<file path="src/rtl/instruction_encoder.sv">
// ============================================================================
// Module   : instruction_encoder
// Function : symbolic (CMD, ADDRESS, operand) request -> 6502 machine-code bytes
// Revision : 1.0
// ============================================================================
`default_nettype none

module instruction_encoder #(
    parameter int CMD_W          = 6,
    parameter int ADDR_W         = 4,
    parameter bit REJECT_ILLEGAL = 1'b1
) (
    input  logic              clk,
    input  logic              rst,
    input  logic              in_valid,
    output logic              in_ready,
    input  logic [CMD_W-1:0]  in_cmd,
    input  logic [ADDR_W-1:0] in_addr,
    input  logic [15:0]       in_operand,
    output logic              out_valid,
    input  logic              out_ready,
    output logic [7:0]        out_byte,
    output logic              out_first,
    output logic              out_last,
    output logic              err_illegal,
    output logic              busy
);

    localparam logic [CMD_W-1:0]
        C_ADC = CMD_W'(0),  C_AND = CMD_W'(1),  C_ASL = CMD_W'(2),  C_BCC = CMD_W'(3),
        C_BCS = CMD_W'(4),  C_BEQ = CMD_W'(5),  C_BIT = CMD_W'(6),  C_BMI = CMD_W'(7),
        C_BNE = CMD_W'(8),  C_BPL = CMD_W'(9),  C_BRK = CMD_W'(10), C_BVC = CMD_W'(11),
        C_BVS = CMD_W'(12), C_CLC = CMD_W'(13), C_CLD = CMD_W'(14), C_CLI = CMD_W'(15),
        C_CLV = CMD_W'(16), C_CMP = CMD_W'(17), C_CPX = CMD_W'(18), C_CPY = CMD_W'(19),
        C_DEC = CMD_W'(20), C_DEX = CMD_W'(21), C_DEY = CMD_W'(22), C_EOR = CMD_W'(23),
        C_INC = CMD_W'(24), C_INX = CMD_W'(25), C_INY = CMD_W'(26), C_JMP = CMD_W'(27),
        C_JSR = CMD_W'(28), C_LDA = CMD_W'(29), C_LDX = CMD_W'(30), C_LDY = CMD_W'(31),
        C_LSR = CMD_W'(32), C_NOP = CMD_W'(33), C_ORA = CMD_W'(34), C_PHA = CMD_W'(35),
        C_PHP = CMD_W'(36), C_PLA = CMD_W'(37), C_PLP = CMD_W'(38), C_ROL = CMD_W'(39),
        C_ROR = CMD_W'(40), C_RTI = CMD_W'(41), C_RTS = CMD_W'(42), C_SBC = CMD_W'(43),
        C_SEC = CMD_W'(44), C_SED = CMD_W'(45), C_SEI = CMD_W'(46), C_STA = CMD_W'(47),
        C_STX = CMD_W'(48), C_STY = CMD_W'(49), C_TAX = CMD_W'(50), C_TAY = CMD_W'(51),
        C_TSX = CMD_W'(52), C_TXA = CMD_W'(53), C_TXS = CMD_W'(54), C_TYA = CMD_W'(55);

    localparam logic [ADDR_W-1:0]
        A_IMPL = ADDR_W'(0), A_ACC  = ADDR_W'(1),  A_IMM  = ADDR_W'(2),  A_ZPG  = ADDR_W'(3),
        A_ZPGX = ADDR_W'(4), A_ZPGY = ADDR_W'(5),  A_ABS  = ADDR_W'(6),  A_ABSX = ADDR_W'(7),
        A_ABSY = ADDR_W'(8), A_IND  = ADDR_W'(9),  A_XIND = ADDR_W'(10), A_INDY = ADDR_W'(11),
        A_REL  = ADDR_W'(12);

    typedef enum logic [1:0] {S_IDLE = 2'd0, S_OP = 2'd1, S_LO = 2'd2, S_HI = 2'd3} state_t;

    state_t      r_state;
    logic [7:0]  r_lo, r_hi, r_out_byte;
    logic [1:0]  r_len;
    logic        r_in_ready, r_out_valid, r_first, r_last, r_err, r_busy;

    logic [2:0]  w_aaa, w_abbb, w_saaa, w_sbbb;
    logic        w_aok, w_sok, w_ok;
    logic [7:0]  w_op;
    logic [1:0]  w_len;

    // Regular opcode columns: ALU group is aaa_bbb_01, shift group is aaa_bbb_10.
    always_comb begin
        w_aaa = 3'd0; w_saaa = 3'd0; w_abbb = 3'd0; w_sbbb = 3'd0; w_aok = 1'b1; w_sok = 1'b1;
        case (in_cmd)
            C_AND: w_aaa = 3'd1;  C_EOR: w_aaa = 3'd2;  C_ADC: w_aaa = 3'd3;  C_STA: w_aaa = 3'd4;
            C_LDA: w_aaa = 3'd5;  C_CMP: w_aaa = 3'd6;  C_SBC: w_aaa = 3'd7;
            C_ROL: w_saaa = 3'd1; C_LSR: w_saaa = 3'd2; C_ROR: w_saaa = 3'd3;
            default: ;
        endcase
        case (in_addr)
            A_XIND: w_abbb = 3'd0; A_ZPG:  w_abbb = 3'd1; A_IMM:  w_abbb = 3'd2; A_ABS:  w_abbb = 3'd3;
            A_INDY: w_abbb = 3'd4; A_ZPGX: w_abbb = 3'd5; A_ABSY: w_abbb = 3'd6; A_ABSX: w_abbb = 3'd7;
            default: w_aok = 1'b0;
        endcase
        case (in_addr)
            A_ZPG:  w_sbbb = 3'd1; A_ACC:  w_sbbb = 3'd2; A_ABS:  w_sbbb = 3'd3;
            A_ZPGX: w_sbbb = 3'd5; A_ABSX: w_sbbb = 3'd7;
            default: w_sok = 1'b0;
        endcase
    end

    // {legal, opcode}; 9'h1xx marks a legal pair
    always_comb begin
        {w_ok, w_op} = {1'b0, 8'hEA};
        case (in_cmd)
            C_ORA, C_AND, C_EOR, C_ADC, C_LDA, C_CMP, C_SBC:
                {w_ok, w_op} = {w_aok, w_aaa, w_abbb, 2'b01};
            C_STA: {w_ok, w_op} = {w_aok && (in_addr != A_IMM), w_aaa, w_abbb, 2'b01};
            C_ASL, C_ROL, C_LSR, C_ROR: {w_ok, w_op} = {w_sok, w_saaa, w_sbbb, 2'b10};
            C_STX: case (in_addr)
                A_ZPG: {w_ok, w_op} = 9'h186; A_ZPGY: {w_ok, w_op} = 9'h196; A_ABS: {w_ok, w_op} = 9'h18E;
                default: ;
            endcase
            C_LDX: case (in_addr)
                A_IMM: {w_ok, w_op} = 9'h1A2; A_ZPG: {w_ok, w_op} = 9'h1A6; A_ZPGY: {w_ok, w_op} = 9'h1B6;
                A_ABS: {w_ok, w_op} = 9'h1AE; A_ABSY: {w_ok, w_op} = 9'h1BE;
                default: ;
            endcase
            C_DEC: case (in_addr)
                A_ZPG: {w_ok, w_op} = 9'h1C6; A_ZPGX: {w_ok, w_op} = 9'h1D6;
                A_ABS: {w_ok, w_op} = 9'h1CE; A_ABSX: {w_ok, w_op} = 9'h1DE;
                default: ;
            endcase
            C_INC: case (in_addr)
                A_ZPG: {w_ok, w_op} = 9'h1E6; A_ZPGX: {w_ok, w_op} = 9'h1F6;
                A_ABS: {w_ok, w_op} = 9'h1EE; A_ABSX: {w_ok, w_op} = 9'h1FE;
                default: ;
            endcase
            C_BIT: case (in_addr)
                A_ZPG: {w_ok, w_op} = 9'h124; A_ABS: {w_ok, w_op} = 9'h12C;
                default: ;
            endcase
            C_STY: case (in_addr)
                A_ZPG: {w_ok, w_op} = 9'h184; A_ZPGX: {w_ok, w_op} = 9'h194; A_ABS: {w_ok, w_op} = 9'h18C;
                default: ;
            endcase
            C_LDY: case (in_addr)
                A_IMM: {w_ok, w_op} = 9'h1A0; A_ZPG: {w_ok, w_op} = 9'h1A4; A_ZPGX: {w_ok, w_op} = 9'h1B4;
                A_ABS: {w_ok, w_op} = 9'h1AC; A_ABSX: {w_ok, w_op} = 9'h1BC;
                default: ;
            endcase
            C_CPY: case (in_addr)
                A_IMM: {w_ok, w_op} = 9'h1C0; A_ZPG: {w_ok, w_op} = 9'h1C4; A_ABS: {w_ok, w_op} = 9'h1CC;
                default: ;
            endcase
            C_CPX: case (in_addr)
                A_IMM: {w_ok, w_op} = 9'h1E0; A_ZPG: {w_ok, w_op} = 9'h1E4; A_ABS: {w_ok, w_op} = 9'h1EC;
                default: ;
            endcase
            C_JMP: case (in_addr)
                A_ABS: {w_ok, w_op} = 9'h14C; A_IND: {w_ok, w_op} = 9'h16C;
                default: ;
            endcase
            C_JSR: {w_ok, w_op} = {in_addr == A_ABS, 8'h20};
            C_BPL: {w_ok, w_op} = {in_addr == A_REL, 8'h10};
            C_BMI: {w_ok, w_op} = {in_addr == A_REL, 8'h30};
            C_BVC: {w_ok, w_op} = {in_addr == A_REL, 8'h50};
            C_BVS: {w_ok, w_op} = {in_addr == A_REL, 8'h70};
            C_BCC: {w_ok, w_op} = {in_addr == A_REL, 8'h90};
            C_BCS: {w_ok, w_op} = {in_addr == A_REL, 8'hB0};
            C_BNE: {w_ok, w_op} = {in_addr == A_REL, 8'hD0};
            C_BEQ: {w_ok, w_op} = {in_addr == A_REL, 8'hF0};
            C_BRK: {w_ok, w_op} = {in_addr == A_IMPL, 8'h00};
            C_PHP: {w_ok, w_op} = {in_addr == A_IMPL, 8'h08};
            C_CLC: {w_ok, w_op} = {in_addr == A_IMPL, 8'h18};
            C_PLP: {w_ok, w_op} = {in_addr == A_IMPL, 8'h28};
            C_SEC: {w_ok, w_op} = {in_addr == A_IMPL, 8'h38};
            C_RTI: {w_ok, w_op} = {in_addr == A_IMPL, 8'h40};
            C_PHA: {w_ok, w_op} = {in_addr == A_IMPL, 8'h48};
            C_CLI: {w_ok, w_op} = {in_addr == A_IMPL, 8'h58};
            C_RTS: {w_ok, w_op} = {in_addr == A_IMPL, 8'h60};
            C_PLA: {w_ok, w_op} = {in_addr == A_IMPL, 8'h68};
            C_SEI: {w_ok, w_op} = {in_addr == A_IMPL, 8'h78};
            C_DEY: {w_ok, w_op} = {in_addr == A_IMPL, 8'h88};
            C_TXA: {w_ok, w_op} = {in_addr == A_IMPL, 8'h8A};
            C_TYA: {w_ok, w_op} = {in_addr == A_IMPL, 8'h98};
            C_TXS: {w_ok, w_op} = {in_addr == A_IMPL, 8'h9A};
            C_TAY: {w_ok, w_op} = {in_addr == A_IMPL, 8'hA8};
            C_TAX: {w_ok, w_op} = {in_addr == A_IMPL, 8'hAA};
            C_CLV: {w_ok, w_op} = {in_addr == A_IMPL, 8'hB8};
            C_TSX: {w_ok, w_op} = {in_addr == A_IMPL, 8'hBA};
            C_INY: {w_ok, w_op} = {in_addr == A_IMPL, 8'hC8};
            C_DEX: {w_ok, w_op} = {in_addr == A_IMPL, 8'hCA};
            C_CLD: {w_ok, w_op} = {in_addr == A_IMPL, 8'hD8};
            C_INX: {w_ok, w_op} = {in_addr == A_IMPL, 8'hE8};
            C_NOP: {w_ok, w_op} = {in_addr == A_IMPL, 8'hEA};
            C_SED: {w_ok, w_op} = {in_addr == A_IMPL, 8'hF8};
            default: ;
        endcase
    end

    always_comb begin
        case (in_addr)
            A_IMPL, A_ACC:                w_len = 2'd1;
            A_ABS, A_ABSX, A_ABSY, A_IND: w_len = 2'd3;
            default:                      w_len = 2'd2;
        endcase
    end

    // r_last marks the final byte, so one out_ready handshake on it ends the instruction
    always_ff @(posedge clk) begin
        if (rst) begin
            r_state     <= S_IDLE;
            r_in_ready  <= 1'b1;
            r_out_valid <= 1'b0;
            r_out_byte  <= 8'h00;
            r_first     <= 1'b0;
            r_last      <= 1'b0;
            r_err       <= 1'b0;
            r_busy      <= 1'b0;
            r_lo        <= 8'h00;
            r_hi        <= 8'h00;
            r_len       <= 2'd0;
        end else begin
            r_err <= 1'b0;
            case (r_state)
                S_IDLE: if (in_valid) begin
                    r_lo <= in_operand[7:0];
                    r_hi <= in_operand[15:8];
                    if (w_ok || !REJECT_ILLEGAL) begin
                        r_state     <= S_OP;
                        r_in_ready  <= 1'b0;
                        r_busy      <= 1'b1;
                        r_out_valid <= 1'b1;
                        r_first     <= 1'b1;
                        r_out_byte  <= w_ok ? w_op : 8'hEA;
                        r_len       <= w_ok ? w_len : 2'd1;
                        r_last      <= !w_ok || (w_len == 2'd1);
                    end else begin
                        r_err <= 1'b1;
                    end
                end
                default: if (out_ready) begin
                    if (r_last) begin
                        r_state     <= S_IDLE;
                        r_in_ready  <= 1'b1;
                        r_busy      <= 1'b0;
                        r_out_valid <= 1'b0;
                        r_out_byte  <= 8'h00;
                        r_first     <= 1'b0;
                        r_last      <= 1'b0;
                    end else if (r_state == S_OP) begin
                        r_state    <= S_LO;
                        r_out_byte <= r_lo;
                        r_first    <= 1'b0;
                        r_last     <= (r_len == 2'd2);
                    end else begin
                        r_state    <= S_HI;
                        r_out_byte <= r_hi;
                        r_last     <= 1'b1;
                    end
                end
            endcase
        end
    end

    assign in_ready    = r_in_ready;
    assign out_valid   = r_out_valid;
    assign out_byte    = r_out_byte;
    assign out_first   = r_first;
    assign out_last    = r_last;
    assign err_illegal = r_err;
    assign busy        = r_busy;

endmodule

`default_nettype wire

</file>
<file path="config.mk">
export PLATFORM = sky130hd
export DESIGN_NAME = instruction_encoder
export DESIGN_NICKNAME = d
export VERILOG_FILES = /design/src/rtl/instruction_encoder.sv
export SDC_FILE = /design/constraint.sdc
export NUM_CORES = 1
export LEC_CHECK = 0
export BUFFER_PORTS_ARGS = -buffer_cell sky130_fd_sc_hd__buf_2
export CAP_MARGIN = 20
export CORE_MARGIN = 2
export CORE_UTILIZATION = 54
export DETAILED_ROUTE_END_ITERATION = 8
export MAX_ROUTING_LAYER = met4
export PLACE_DENSITY = 0.76
export SKIP_CTS_REPAIR_TIMING = 1
export SLEW_MARGIN = 20
export SYNTH_ARGS = -nofsm -noshare
export SYNTH_HDL_FRONTEND = slang
export SYNTH_SLANG_ARGS = --single-unit
export TNS_END_PERCENT = 100
</file>
<file path="constraint.sdc">
create_clock -name clk -period 3.1 [get_ports clk]
set_input_delay 0.465 -clock clk [delete_from_list [all_inputs] [get_ports clk]]
set_output_delay 0.465 -clock clk [all_outputs]
set_load 0.01 [all_outputs]
</file>
---- Yosys cells after proc, flatten, opt, wreduce, memory -nomap -nowiden ----
Cells that the tools add are included.
storage, ports and cells
  flip-flop bits (word level) ............. 33
  input port bits ......................... 30
  output and inout port bits .............. 14
  logic and storage cells ................. 179
operators by class
  equal/unequal tests ..................... 73
  multiplexer cells ....................... 60
  bitwise operators ....................... 2
  reductions and logical operators ........ 34
operators by type and width
  cell                                                                   number
  8-bit case mux with 45 select lines                                    1
  6-bit equality test, second input constant                             24
  6-bit by 5-bit equality test with 1-bit output, second input constant  16
  7-bit case mux with 5 select lines                                     2
  6-bit by 4-bit equality test with 1-bit output, second input constant  8
  8-bit two-way mux                                                      6
  3-bit case mux with 7 select lines                                     2
  7-bit case mux with 3 select lines                                     2
  1-bit two-way mux                                                      32
  8-bit case mux with 2 select lines                                     2
  25-bit OR reduction                                                    1
  6-bit by 3-bit equality test with 1-bit output, second input constant  4
  6-bit case mux with 4 select lines                                     1
  8-bit OR reduction                                                     3
  4-bit equality test, second input constant                             5
  5-bit case mux with 4 select lines                                     1
  6-bit case mux with 3 select lines                                     1
  4-bit by 3-bit equality test with 1-bit output, second input constant  4
  3-bit case mux with 5 select lines                                     1
  5-bit OR reduction                                                     3
  1-bit case mux with 14 select lines                                    1
  6-bit by 2-bit equality test with 1-bit output, second input constant  2
  4-bit case mux with 3 select lines                                     1
  3-bit OR reduction                                                     4
  25 further kinds                                                       42

---- Logic depth before layout (Yosys ltp) ----
Gate-level depths: netlist (run 1).
  depth after elaboration ................. 10
  depth in mapped cells ................... 10
  mapped depth without buffers ............ 7

---- Worst setup path after synthesis (run 1) ----
No wires, ideal clock.
  path type ............................... input -> register
  start ................................... in in_cmd[1]
  end ..................................... reg r_out_byte[7], in the netlist out_byte[7]
  setup time .............................. 0.121 ns
  arrival time ............................ 2.449 ns
  data required time ...................... 2.979 ns
  slack ................................... 0.530 ns
  cell stages on the path ................. 8
  path buffers ............................ 1
  cells stage by stage .................... buf_2 nor3_1 a2111oi_0 and4_1 a2111o_1 o31a_1 nor3_4 mux2_4
on the way
  cells in the longest elaborated chain, start to end .. 6
  elaborated cells between the ends (all ways) .. 71
  those cells by class .................... eq/ne: 56; mux: 6; reduce/logical: 9
RTL lines
  element                                                           line    text
  start, declared                                                   17      input logic [CMD_W-1:0] in_cmd,
  6-bit equality test, or another cell as far along                 66, 87
  3-bit case mux with 7 select lines, or another cell as far along  66      case (in_cmd)
  8-bit case mux with 45 select lines                               87      case (in_cmd)
  8-bit two-way mux                                                 202     if (w_ok || !REJECT_ILLEGAL) begin
  8-bit two-way mux                                                 199     S_IDLE: if (in_valid) begin
  8-bit two-way mux                                                 198     case (r_state)
  end signal, assigned                                              208     r_out_byte <= w_ok ? w_op : 8'hEA;
  end signal, assigned                                              226     r_out_byte <= r_lo;
  end signal, assigned                                              231     r_out_byte <= r_hi;
  end, declared                                                     54      logic [7:0] r_lo, r_hi, r_out_byte;
Several ways; a longest one is shown, not always the timed one. The select of a mux whose other input is x is not followed.
A chain may end at the register's enable or synchronous reset.

---- Worst setup path after layout (run 1) ----
  start ................................... in in_cmd[2]
  end ..................................... reg r_out_byte[7], in the netlist out_byte[7]
Same word-level chain as after synthesis.

==> parameters.txt, run 1 <==
Parameter                              Value

Outcome
  Run status    complete, no violations

Run
  Max_cap viols    0

Worst hold path
  Worst Hold Class    input pin to register

Die
  Initial Util    55.2%
  Overall die width    81.1 microns
  Core Rows    28
  Die outline height    81.1 microns
  I/O pins    44
  Core box area    0.00582 sq mm
  Die Outline Area    0.00658 sq mm

Power
  Net Sw Frac    36.3%
  Reported leakage power    1.52 nW
  Ratio of total power to cell area    325 mW/mm^2
  Switching power    439 uW
  Internal cell power    770 uW
  Clock network power share    26.3%
  Sequential cell fraction of total power    39.4%
  IR Drop Worst-Case VDD    0.371 mV
  Part of the total power dissipated in combinational logic    34.4%

Logic synthesis
  Compound-Gate Fraction of Synth Area    38.0%
  Distinct cells, synth    73
  Fraction of synthesis flops using an asynchronous set or reset pin    0%
  Net count of the mapped netlist    502
  Sequential fraction of the synthesis area    20.6%
  Number of flops mapped to enable cells by yosys    0
  Largest family of logic cells by synthesized area    compound AO/OA/AOI/OAI gates
  Xor and xnor fraction of the mapped netlist area    0.546%
  Synthesized-area fraction occupied by adder cells    0%
  Multiplexer area fraction after synthesis    2.69%
  Most frequently used flop master after synthesis    sky130_fd_sc_hd__dfxtp_1
  Synthesis Warnings    0
  Post-synthesis cell count    472
  Average instance area after synthesis    6.80 sq um
  Post-synthesis instance area    0.00321 sq mm
  Simple logic cell fraction of the synthesized area    31.3%
  Yosys reg bits    33

STA
  Actual transition at the worst max-transition pin    0.739 ns
  RSZ-0062 raised after global routing    false
  Worst clock skew    0.0110 ns
  Max Clock Freq    0.373 GHz
  Number of slew-limit violations in the final report    0
  Slew HR    50.1%
  Setup TNS after final layout    0 ns
  Final Hold Fails    0
  Final setup fails    0
  Final Critical Period    2.68 ns
  Period utilization    86.6%

Critical path
  Critical-path cell with the highest stage delay    sky130_fd_sc_hd__a2111o_1
  Worst-path fanout max    19
  Capturing element type of the critical path    register
  Crit start category    input pin
  Critical path, cell by cell    buf_2, and2_1, a2111oi_0, and4_1, a2111o_1, o31a_1, nor3_4, mux2_4
  Kind of critical path    input pin to register
  Required time at the endpoint of the critical path    3.29 ns
  Biggest cell delay along the critical path    0.45 ns
  Arrival time of data at the critical path endpoint    2.87 ns

Finish
  Post-layout net count    550
  Multi-input logic area    0.00233 sq mm
  Filler-free cell count of the finished design    596
  Area growth, synth to finish    15.8%
  Fillers    566
  Total area of sequential cells    661 sq um
  Ratio of cells with drive above 1 in the final layout    20.3%
  Ant diodes    0

CTS
  Sink count of the clock tree    33
  Clock-pin transition on the worst setup and hold timing paths    0.07 ns
  Clock insertion delay at the later pin of the skew report    0.29 ns
  Maximum level of the CTS H-tree    2
  Total clock buffers created by CTS    5
  Clock root buffer master    sky130_fd_sc_hd__clkbuf_8
  TritonCTS clock tree    yes
  Worst-case clock buffer depth    2

Routing
  Vias per Instance    6.67
  Routed via count    3,974
  DRC marker count from the first detailed-route iteration    475
  Length of the first detailed-routing pass in iterations    6
  Residual DRC count    0
  WL/cell    18.7 microns
  Number of nets with antenna violations after detailed routing    0
  Total Wirelength    11.2 mm

Global route
  Maximum number of pins on one net before global-route repair    33
  Number of antenna violations at the first check in global routing    0
  Via count of the first global-routing pass    3,479
  GR Overflow Total    0
  Global Route Usage Sum    35.3%
  Global-route wire length before repair    17.4 mm

Placed design
  Global placer's final weighted congestion    1.10
  Buffers added on ports    43
  Cell count after placement    588
  HPWL Detailed    8.42 mm
worst max-delay path, delay by kind of cell:
| family | cells | cell delay (ns) |
|---|---|---|
| mux | 1 | 0.34 |
| compound gates | 3 | 0.94 |
| simple gates | 3 | 0.86 |
| buf+inv | 1 | 0.25 |
sequential cells by signal (all words and copies together), names as in the netlist:
| name | cells |
|---|---|
| busy | 1 |
| err_illegal | 1 |
| in_ready | 1 |
| out_byte | 8 |
| out_first | 1 |
| out_last | 1 |
| r_hi | 8 |
| r_len | 2 |
| r_lo | 8 |
| r_state | 2 |
power by group through the flow:
stage	registers, mW	logic [mW]	clock network [mW]
6_report	0.476	0.415	0.318
5_1_grt	0.480	0.447	0.338
4_1_cts	0.476	0.405	0.321
3_3_place_gp	0.485	0.400	0
3_5_place_dp	0.485	0.402	0
2_1_floorplan	0.481	0.269	0
layer usage:
metal	vias up	GRT usage, %	share of wire (%)
li1	1849	-	-
met1	1808	43.5	41
met2	263	56.8	46
met3	54	4.78	8.7
met4	0	17.3	4.3
met5	-	-	0
final timing paths:
path                                start                        to  slack (ns)  cells past startpoint
hold / removal             in_operand[12]      r_hi[4]$_SDFFE_PP0P_        0.41                      3
hold reg to reg      r_hi[2]$_SDFFE_PP0P_      r_hi[2]$_SDFFE_PP0P_        0.46                      2
setup / recovery                in_cmd[2]  out_byte[7]$_SDFFE_PP0P_        0.42                      8
setup reg to reg  r_state[0]$_SDFFE_PP0P_  out_byte[7]$_SDFFE_PP0P_        0.88                      6
final cells by class:
type | instances | share of cell area (%)
clock buffers | 5 | 1.85
clock inverters | 3 | 0.471
inverters | 9 | 0.908
multi-input cells | 388 | 62.6
flip-flops and latches | 33 | 17.8
well taps | 75 | 2.52
repair buffers | 83 | 13.9
cells in the mapped netlist, types with 6 or more instances:
master	number	share of area (%)
sky130_fd_sc_hd__a21oi_1	50	7.8
sky130_fd_sc_hd__a22oi_1	7	1.6
sky130_fd_sc_hd__a311oi_1	6	1.6
sky130_fd_sc_hd__a31oi_1	14	2.7
sky130_fd_sc_hd__and2_1	6	1.2
sky130_fd_sc_hd__and3_1	6	1.2
sky130_fd_sc_hd__buf_1	7	0.82
sky130_fd_sc_hd__buf_2	9	1.4
sky130_fd_sc_hd__clkbuf_1	22	2.6
sky130_fd_sc_hd__dfxtp_1	33	21
sky130_fd_sc_hd__inv_1	8	0.94
sky130_fd_sc_hd__mux2i_1	6	1.9
sky130_fd_sc_hd__nand2_1	74	8.7
sky130_fd_sc_hd__nand2b_1	12	2.3
sky130_fd_sc_hd__nand3_1	11	1.7
sky130_fd_sc_hd__nor2_1	27	3.2
sky130_fd_sc_hd__nor2b_1	17	3.3
sky130_fd_sc_hd__nor3_1	12	1.9
sky130_fd_sc_hd__o211ai_1	9	2.1
sky130_fd_sc_hd__o21ai_0	23	3.6
cell usage in the layout (no fill, tap or decap), types with 4 or more instances in the layout:
master	netlist	layout
sky130_fd_sc_hd__nand2_1	74	74
sky130_fd_sc_hd__a21oi_1	50	50
sky130_fd_sc_hd__buf_2	9	43
sky130_fd_sc_hd__buf_4	3	40
sky130_fd_sc_hd__dfxtp_1	33	33
sky130_fd_sc_hd__nor2_1	27	27
sky130_fd_sc_hd__o21ai_0	23	23
sky130_fd_sc_hd__nor2b_1	17	17
sky130_fd_sc_hd__a31oi_1	14	14
sky130_fd_sc_hd__nand2b_1	12	12
sky130_fd_sc_hd__nor3_1	12	12
sky130_fd_sc_hd__nand3_1	11	11
sky130_fd_sc_hd__o211ai_1	9	9
sky130_fd_sc_hd__inv_1	8	8
sky130_fd_sc_hd__a22oi_1	7	7
sky130_fd_sc_hd__and2_1	6	6
sky130_fd_sc_hd__and3_1	6	6
sky130_fd_sc_hd__a311oi_1	6	6
sky130_fd_sc_hd__mux2i_1	6	6
sky130_fd_sc_hd__o22ai_1	5	5
sky130_fd_sc_hd__or2_2	5	5
sky130_fd_sc_hd__nor4_1	5	5
sky130_fd_sc_hd__a211oi_1	5	5
sky130_fd_sc_hd__a21boi_0	5	5
sky130_fd_sc_hd__clkbuf_8	0	5
sky130_fd_sc_hd__o31a_1	4	4
sky130_fd_sc_hd__nor3b_1	4	4
sky130_fd_sc_hd__nand3b_1	4	4
sky130_fd_sc_hd__a2111oi_0	4	4
sky130_fd_sc_hd__a21o_1	4	4
sky130_fd_sc_hd__o311ai_0	4	4
kinds of logic (layout without fill, tap and decap cells):
kind of cell,after synthesis,in the layout
AND/OR/NAND/NOR,198,198
AO/OA/AOI/OAI,180,180
buffers and inverters,51,100
flip-flops,33,33
multiplexers,8,8
XOR/XNOR,2,2
through the flow:
stage	instance area, sq um	setup slack, ns	hold slack (ns)	power [mW]	util (%)
2_1_floorplan	3210	0.530	0.434	0.750	-
3_3_place_gp	3630	0.214	0.444	0.884	62.5
3_5_place_dp	3630	0.138	0.447	0.888	62.5
4_1_cts	3720	0.445	0.410	1.20	63.9
5_1_grt	3720	0.319	0.412	1.26	63.9
6_report	3720	0.416	0.411	1.21	63.9
No activity file was read; power rests on OpenSTA's default activity.
==> run 2: changes to the inputs <==
--- a/config.mk
+++ b/config.mk
@@ -11,9 +11,8 @@
 export CORE_UTILIZATION = 54
 export DETAILED_ROUTE_END_ITERATION = 8
 export MAX_ROUTING_LAYER = met4
-export PLACE_DENSITY = 0.76
+export PLACE_DENSITY = 0.79
 export SKIP_CTS_REPAIR_TIMING = 1
-export SLEW_MARGIN = 20
 export SYNTH_ARGS = -nofsm -noshare
 export SYNTH_HDL_FRONTEND = slang
 export SYNTH_SLANG_ARGS = --single-unit
==> run 2 against run 1 <==
Maximum frequency decreased by 1.8%; critical endpoint is now out_byte[2]$_SDFFE_PP0P_; sequential share of layout area about the same; combinational power about the same; die area unchanged; utilization decreased by 0.065 points; clock power increased by 31%; worst setup slack got worse by 0.048 ns; register-to-register slack got worse by 0.02 ns; final area decreased by 0.10%; flip-flop and latch count unchanged; largest power group unchanged.
==> parameters.txt, run 2 (same netlist as run 1, synthesis figures left out) <==
Parameter                              Value

Critical path
  Critical path, cell by cell    buf_2, nor2b_1, a22oi_1, o221ai_1, o221a_2, o31a_1, nor3_4, buf_4, mux2i_1
  Critical-path cell with the highest stage delay    sky130_fd_sc_hd__nor2b_1
  Capturing element type of the critical path    register
  Biggest cell delay along the critical path    0.49 ns (+0.04 ns)
  Top Family by Delay on Critical Path    compound AO/OA/AOI/OAI gates
  Required time at the endpoint of the critical path    3.27 ns (-0.02 ns)
  Critical path buffers and inverters    2 (+1)
  Crit start category    input pin
  Worst-path fanout max    32 (+13)
  Kind of critical path    input pin to register
  Arrival time of data at the critical path endpoint    2.90 ns (+0.03 ns)

Routing
  Length of the first detailed-routing pass in iterations    6 (unchanged)
  Vias per Instance    6.74 (+1.1%)
  WL/cell    19.4 microns (+3.4%)
  Total Wirelength    11.4 mm (+2.4%)
  DRC marker count from the first detailed-route iteration    691 (+45%)
  Residual DRC count    0 (unchanged)
  Number of nets with antenna violations after detailed routing    0 (unchanged)
  Routed via count    3,977 (+0.075%)

Die
  I/O pins    44 (unchanged)
  Core box area    0.00582 sq mm (unchanged)
  Die outline height    81.1 microns (unchanged)
  Core Rows    28 (unchanged)
  Overall die width    81.1 microns (unchanged)
  Initial Util    55.2% (unchanged)
  Die Outline Area    0.00658 sq mm (unchanged)

CTS
  Maximum level of the CTS H-tree    2 (unchanged)
  Clock insertion delay at the later pin of the skew report    0.29 ns (about the same)
  Clock-pin transition on the worst setup and hold timing paths    0.08 ns (about the same)
  Worst-case clock buffer depth    2 (unchanged)
  TritonCTS clock tree    yes
  Total clock buffers created by CTS    5 (unchanged)
  Sink count of the clock tree    33 (unchanged)
  Clock root buffer master    sky130_fd_sc_hd__clkbuf_8

Placed design
  HPWL Detailed    8.65 mm (+2.8%)
  Buffers added on ports    43 (unchanged)
  Global placer's final weighted congestion    1.09 (-0.16%)

Finish
  Ant diodes    0 (unchanged)
  Area growth, synth to finish    15.7%
  Post-layout net count    544 (-1.1%)
  Ratio of cells with drive above 1 in the final layout    19.4% (-0.93 points)
  Fraction of the core area covered by cells at the end of the flow    63.9% (-0.065 points)
  Most frequent cells in the layout    74 x sky130_fd_sc_hd__nand2_1, 50 x sky130_fd_sc_hd__a21oi_1, 43 x sky130_fd_sc_hd__buf_2
  Most common cell after layout, fill and taps aside    sky130_fd_sc_hd__nand2_1

Global route
  Via count of the first global-routing pass    3,404 (-2.2%)
  Global-route wire length before repair    17.9 mm (+2.9%)
  Maximum number of pins on one net before global-route repair    33 (unchanged)
  Global Route Usage Sum    36.7% (+1.4 points)
  Number of antenna violations at the first check in global routing    0 (unchanged)
  GR Overflow Total    0 (unchanged)

STA
  Period utilization    88.1% (+1.6 points)
  Slew HR    53.3% (+3.2 points)
  Final Critical Period    2.73 ns (+0.0483 ns)
  Final Hold Fails    0 (unchanged)
  Final setup fails    0 (unchanged)
  Setup TNS after final layout    0 ns (unchanged)
  Number of slew-limit violations in the final report    0 (unchanged)
  RSZ-0062 raised after global routing    false
  Max Clock Freq    0.366 GHz (-1.8%)
  Actual transition at the worst max-transition pin    0.692 ns (-0.0473 ns)
  Worst clock skew    0.00386 ns (-0.00714 ns)

Power
  IR Drop Worst-Case VDD    0.274 mV (-26%)
  Total chip power    1.31 mW (+8.4%)
  Reported leakage power    1.50 nW (-0.98%)
  Ratio of total power to cell area    353 mW/mm^2 (+8.5%)

Run
  Max_cap viols    0 (unchanged)

Worst hold path
  Worst Hold Class    input pin to register

Outcome
  Run status    complete, no violations
-- run 2: final timing paths --
kind	start	to	depth (start not counted)	slack (ns)
min reg2reg	r_hi[7]$_SDFFE_PP0P_	r_hi[7]$_SDFFE_PP0P_	2	0.46
max reg2reg	r_state[0]$_SDFFE_PP0P_	out_byte[7]$_SDFFE_PP0P_	6	0.86
min	in_operand[1]	r_lo[1]$_SDFFE_PP0P_	3	0.40
max	in_cmd[5]	out_byte[2]$_SDFFE_PP0P_	9	0.37
-- run 2: power breakdown --
group	leakage (nW)	internal, mW	switching, mW
sequential	0.270	0.453	0.0222
clock	0.0543	0.241	0.178
combinational	1.18	0.161	0.256
-- run 2: metrics by stage --
| stage | std cells | cell area [sq um] | hold WS, ns | setup WS (ns) |
|---|---|---|---|---|
| floorplan | 472 | 3210 | 0.434 | 0.530 |
| global placement | 582 | 3600 | 0.440 | 0.233 |
| detailed placement | 582 | 3600 | 0.448 | 0.128 |
| CTS | 590 | 3710 | 0.399 | 0.432 |
| global route | 590 | 3710 | 0.396 | 0.199 |
| finish | 590 | 3710 | 0.405 | 0.367 |
-- run 2: worst min-delay path, delay by kind of cell --
kind,cells,cell delay [ns]
compound gates,1,0.05
buf+inv,1,0.09
simple gates,1,0.04
-- run 2: cell type report --
cell class	count	area [sq um]
Sequential cell	33	661
Timing Repair Buffer	77	483
Clock buffer	5	68.8
Clock inverter	3	46.3
Tap cell	75	93.8
Multi-Input combinational cell	388	2330
Inverter	9	33.8
Fill cell	565	2100
-- run 2: per-layer routing --
layer	GRT usage, %	share of wire [%]	wire [microns]
met1	50.3	42	4840
met2	55.7	44	5050
met4	11.4	3.4	385
met5	-	0	0
met3	5.44	10	1150
==> run 3: changes to the inputs <==
==> constraint.sdc (replaced) <==
create_clock -name clk -period 3 [get_ports clk]
set_input_delay 0.45 -clock clk [delete_from_list [all_inputs] [get_ports clk]]
set_output_delay 0.45 -clock clk [all_outputs]
set_load 0.01 [all_outputs]
==> run 3 against run 2 <==
Sequential power up 4%; power grew 9.2%; hold slack worse by 0.015 ns; non-clock buffer count up 1; die area is the same; count of clock-buffer cells in the layout is the same; critical path type unchanged.
==> parameters.txt, run 3 (same netlist as run 1, synthesis figures left out) <==
Parameter                              Value

Routing
  Number of nets with antenna violations after detailed routing    0 (unchanged)
  Residual DRC count    0 (unchanged)
  DRC marker count from the first detailed-route iteration    527 (-24%)
  WL/cell    19.3 microns (-0.41%)
  Routed via count    3,921 (-1.4%)
  Vias per Instance    6.63 (-1.6%)
  Length of the first detailed-routing pass in iterations    5 (-1)
  Total Wirelength    11.4 mm (-0.24%)

Placed design
  Buffers added on ports    43 (unchanged)
  Global placer's final weighted congestion    1.10 (about the same)
  Placed Area    0.00359 sq mm (-0.14%)
  HPWL Detailed    8.62 mm (-0.38%)

STA
  Number of slew-limit violations in the final report    0 (unchanged)
  Actual transition at the worst max-transition pin    0.649 ns (-0.0428 ns)
  Setup TNS after final layout    0 ns (unchanged)
  Max Clock Freq    0.385 GHz
  Worst clock skew    0.00904 ns (+0.00518 ns)
  RSZ-0062 raised after global routing    false
  Period utilization    86.6%
  Final setup fails    0 (unchanged)
  Final Hold Fails    0 (unchanged)
  Slew HR    56.1% (+2.8 points)
  Final Critical Period    2.60 ns

CTS
  TritonCTS clock tree    yes
  Clock-pin transition on the worst setup and hold timing paths    0.08 ns (about the same)
  Clock root buffer master    sky130_fd_sc_hd__clkbuf_8
  Sink count of the clock tree    33 (unchanged)
  Clock insertion delay at the later pin of the skew report    0.29 ns (about the same)
  Total clock buffers created by CTS    5 (unchanged)
  Worst-case clock buffer depth    2 (unchanged)
  Maximum level of the CTS H-tree    2 (unchanged)

Finish
  Ant diodes    0 (unchanged)
  Post-layout net count    545 (+0.18%)
  Most frequent cells in the layout    74 x sky130_fd_sc_hd__nand2_1, 50 x sky130_fd_sc_hd__a21oi_1, 43 x sky130_fd_sc_hd__buf_2
  Fillers    560 (-0.88%)
  Most common cell after layout, fill and taps aside    sky130_fd_sc_hd__nand2_1
  Area growth, synth to finish    16.1%
  Fraction of the core area covered by cells at the end of the flow    64.1% (+0.24 points)
  Ratio of cells with drive above 1 in the final layout    19.6% (+0.16 points)
  Post-route cell area    0.00373 sq mm (+0.37%)

Power
  Ratio of total power to cell area    384 mW/mm^2 (+8.8%)
  IR Drop Worst-Case VDD    0.346 mV (+26%)
  Reported leakage power    1.51 nW (+0.85%)

Critical path
  Arrival time of data at the critical path endpoint    2.82 ns (-0.08 ns)
  Kind of critical path    input pin to register
  Cell mode on critical path    sky130_fd_sc_hd__buf_4
  Capturing element type of the critical path    register
  Reg2Reg Setup Slack    0.70 ns (-0.16 ns)
  Worst-path fanout max    21 (-34%)
  Biggest cell delay along the critical path    0.35 ns (-0.14 ns)
  R2R Path Start    r_state[0]$_SDFFE_PP0P_
  Critical-path cell with the highest stage delay    sky130_fd_sc_hd__o221a_2
  Crit start category    input pin
  Required time at the endpoint of the critical path    3.22 ns (-0.05 ns)
  Critical path, cell by cell    buf_2, buf_4, nor2b_1, a22oi_1, o221ai_1, o221a_2, o31a_1, nor3_4, buf_4, mux2i_1
  Capture instance of the worst register-to-register path    out_byte[7]$_SDFFE_PP0P_
  Depth of the worst register-to-register path    6 (unchanged)

Worst hold path
  Min-Delay Path Depth    3 (unchanged)
  Worst Hold Class    input pin to register
  Hold Crit Start    in_operand[2]
  Hold worst-path end    r_lo[2]$_SDFFE_PP0P_

Global route
  Maximum number of pins on one net before global-route repair    33 (unchanged)
  Via count of the first global-routing pass    3,559 (+4.6%)
  GR Overflow Total    0 (unchanged)
  Global Route Usage Sum    36.4% (-0.34 points)
  Global-route wire length before repair    17.8 mm (-0.77%)
  Number of antenna violations at the first check in global routing    0 (unchanged)

Die
  I/O pins    44 (unchanged)
  Die Outline Area    0.00658 sq mm (unchanged)
  Die outline height    81.1 microns (unchanged)
  Overall die width    81.1 microns (unchanged)
  Core box area    0.00582 sq mm (unchanged)
  Initial Util    55.2% (unchanged)
  Core Rows    28 (unchanged)

Run
  Max_cap viols    0 (unchanged)

Outcome
  Run status    complete, no violations
==> run 3: changes by cell type in the layout (fill, tap and decap cells not counted), sizes merged <==
| cell | delta |
|---|---|
| bufinv | +1 |
| clkinvlp | -1 |
| buf | +1 |
==> run 3: power breakdown <==
| group | total [mW] | internal, mW | switching [mW] |
|---|---|---|---|
| registers | 0.492 | 0.468 | 0.0238 |
| clock network | 0.507 | 0.330 | 0.177 |
| logic | 0.432 | 0.167 | 0.265 |
==> run 3: worst max path at each step <==
stage                     cells past startpoint      start                  endpoint  slack, ns
after global routing                         10  in_cmd[2]  out_byte[4]$_SDFFE_PP0P_       0.27
after global placement                        9  in_cmd[5]  out_byte[7]$_SDFFE_PP0P_       0.19
after detailed placement                     10  in_cmd[2]  out_byte[4]$_SDFFE_PP0P_       0.15
final                                        10  in_cmd[2]  out_byte[4]$_SDFFE_PP0P_       0.40
after CTS                                    10  in_cmd[2]  out_byte[4]$_SDFFE_PP0P_       0.45
after floorplan                               8  in_cmd[1]  out_byte[7]$_SDFFE_PP0P_       0.45
==> run 3: stage by stage <==
step / std cells / power, mW / worst slack (ns) / hold WS [ns]
after floorplan: 472 / 0.776 / 0.445 / 0.434
after global placement: 583 / 0.916 / 0.191 / 0.444
after detailed placement: 583 / 0.919 / 0.152 / 0.445
after CTS: 591 / 1.42 / 0.448 / 0.387
after global routing: 591 / 1.48 / 0.271 / 0.400
final: 591 / 1.43 / 0.403 / 0.390
==> run 3: area by class of cell <==
| type | instances | area [sq um] | area share, % |
|---|---|---|---|
| multi-input cells | 388 | 2330 | 62.4 |
| clock inverters | 3 | 65.1 | 1.74 |
| flip-flops and latches | 33 | 661 | 17.7 |
| well taps | 75 | 93.8 | 2.52 |
| inverters | 9 | 33.8 | 0.906 |
| repair buffers | 78 | 478 | 12.8 |
| clock buffers | 5 | 68.8 | 1.85 |
==> run 3: layer usage <==
metal | up-vias | GRT usage, % | routed length, microns
li1 | 1849 | - | -
met1 | 1755 | 44.6 | 4570
met2 | 258 | 56.4 | 5140
met3 | 59 | 8.44 | 1120
met4 | 0 | 17.3 | 578
met5 | - | - | 0
==> run 3: worst max-delay path: cells and delay by family <==
family	cells	cell delay (ns)
and+or+nand+nor	2	0.36
muxes	1	0.21
AOI/OAI and AO/OA	4	1.10
buffers and inverters	3	0.69
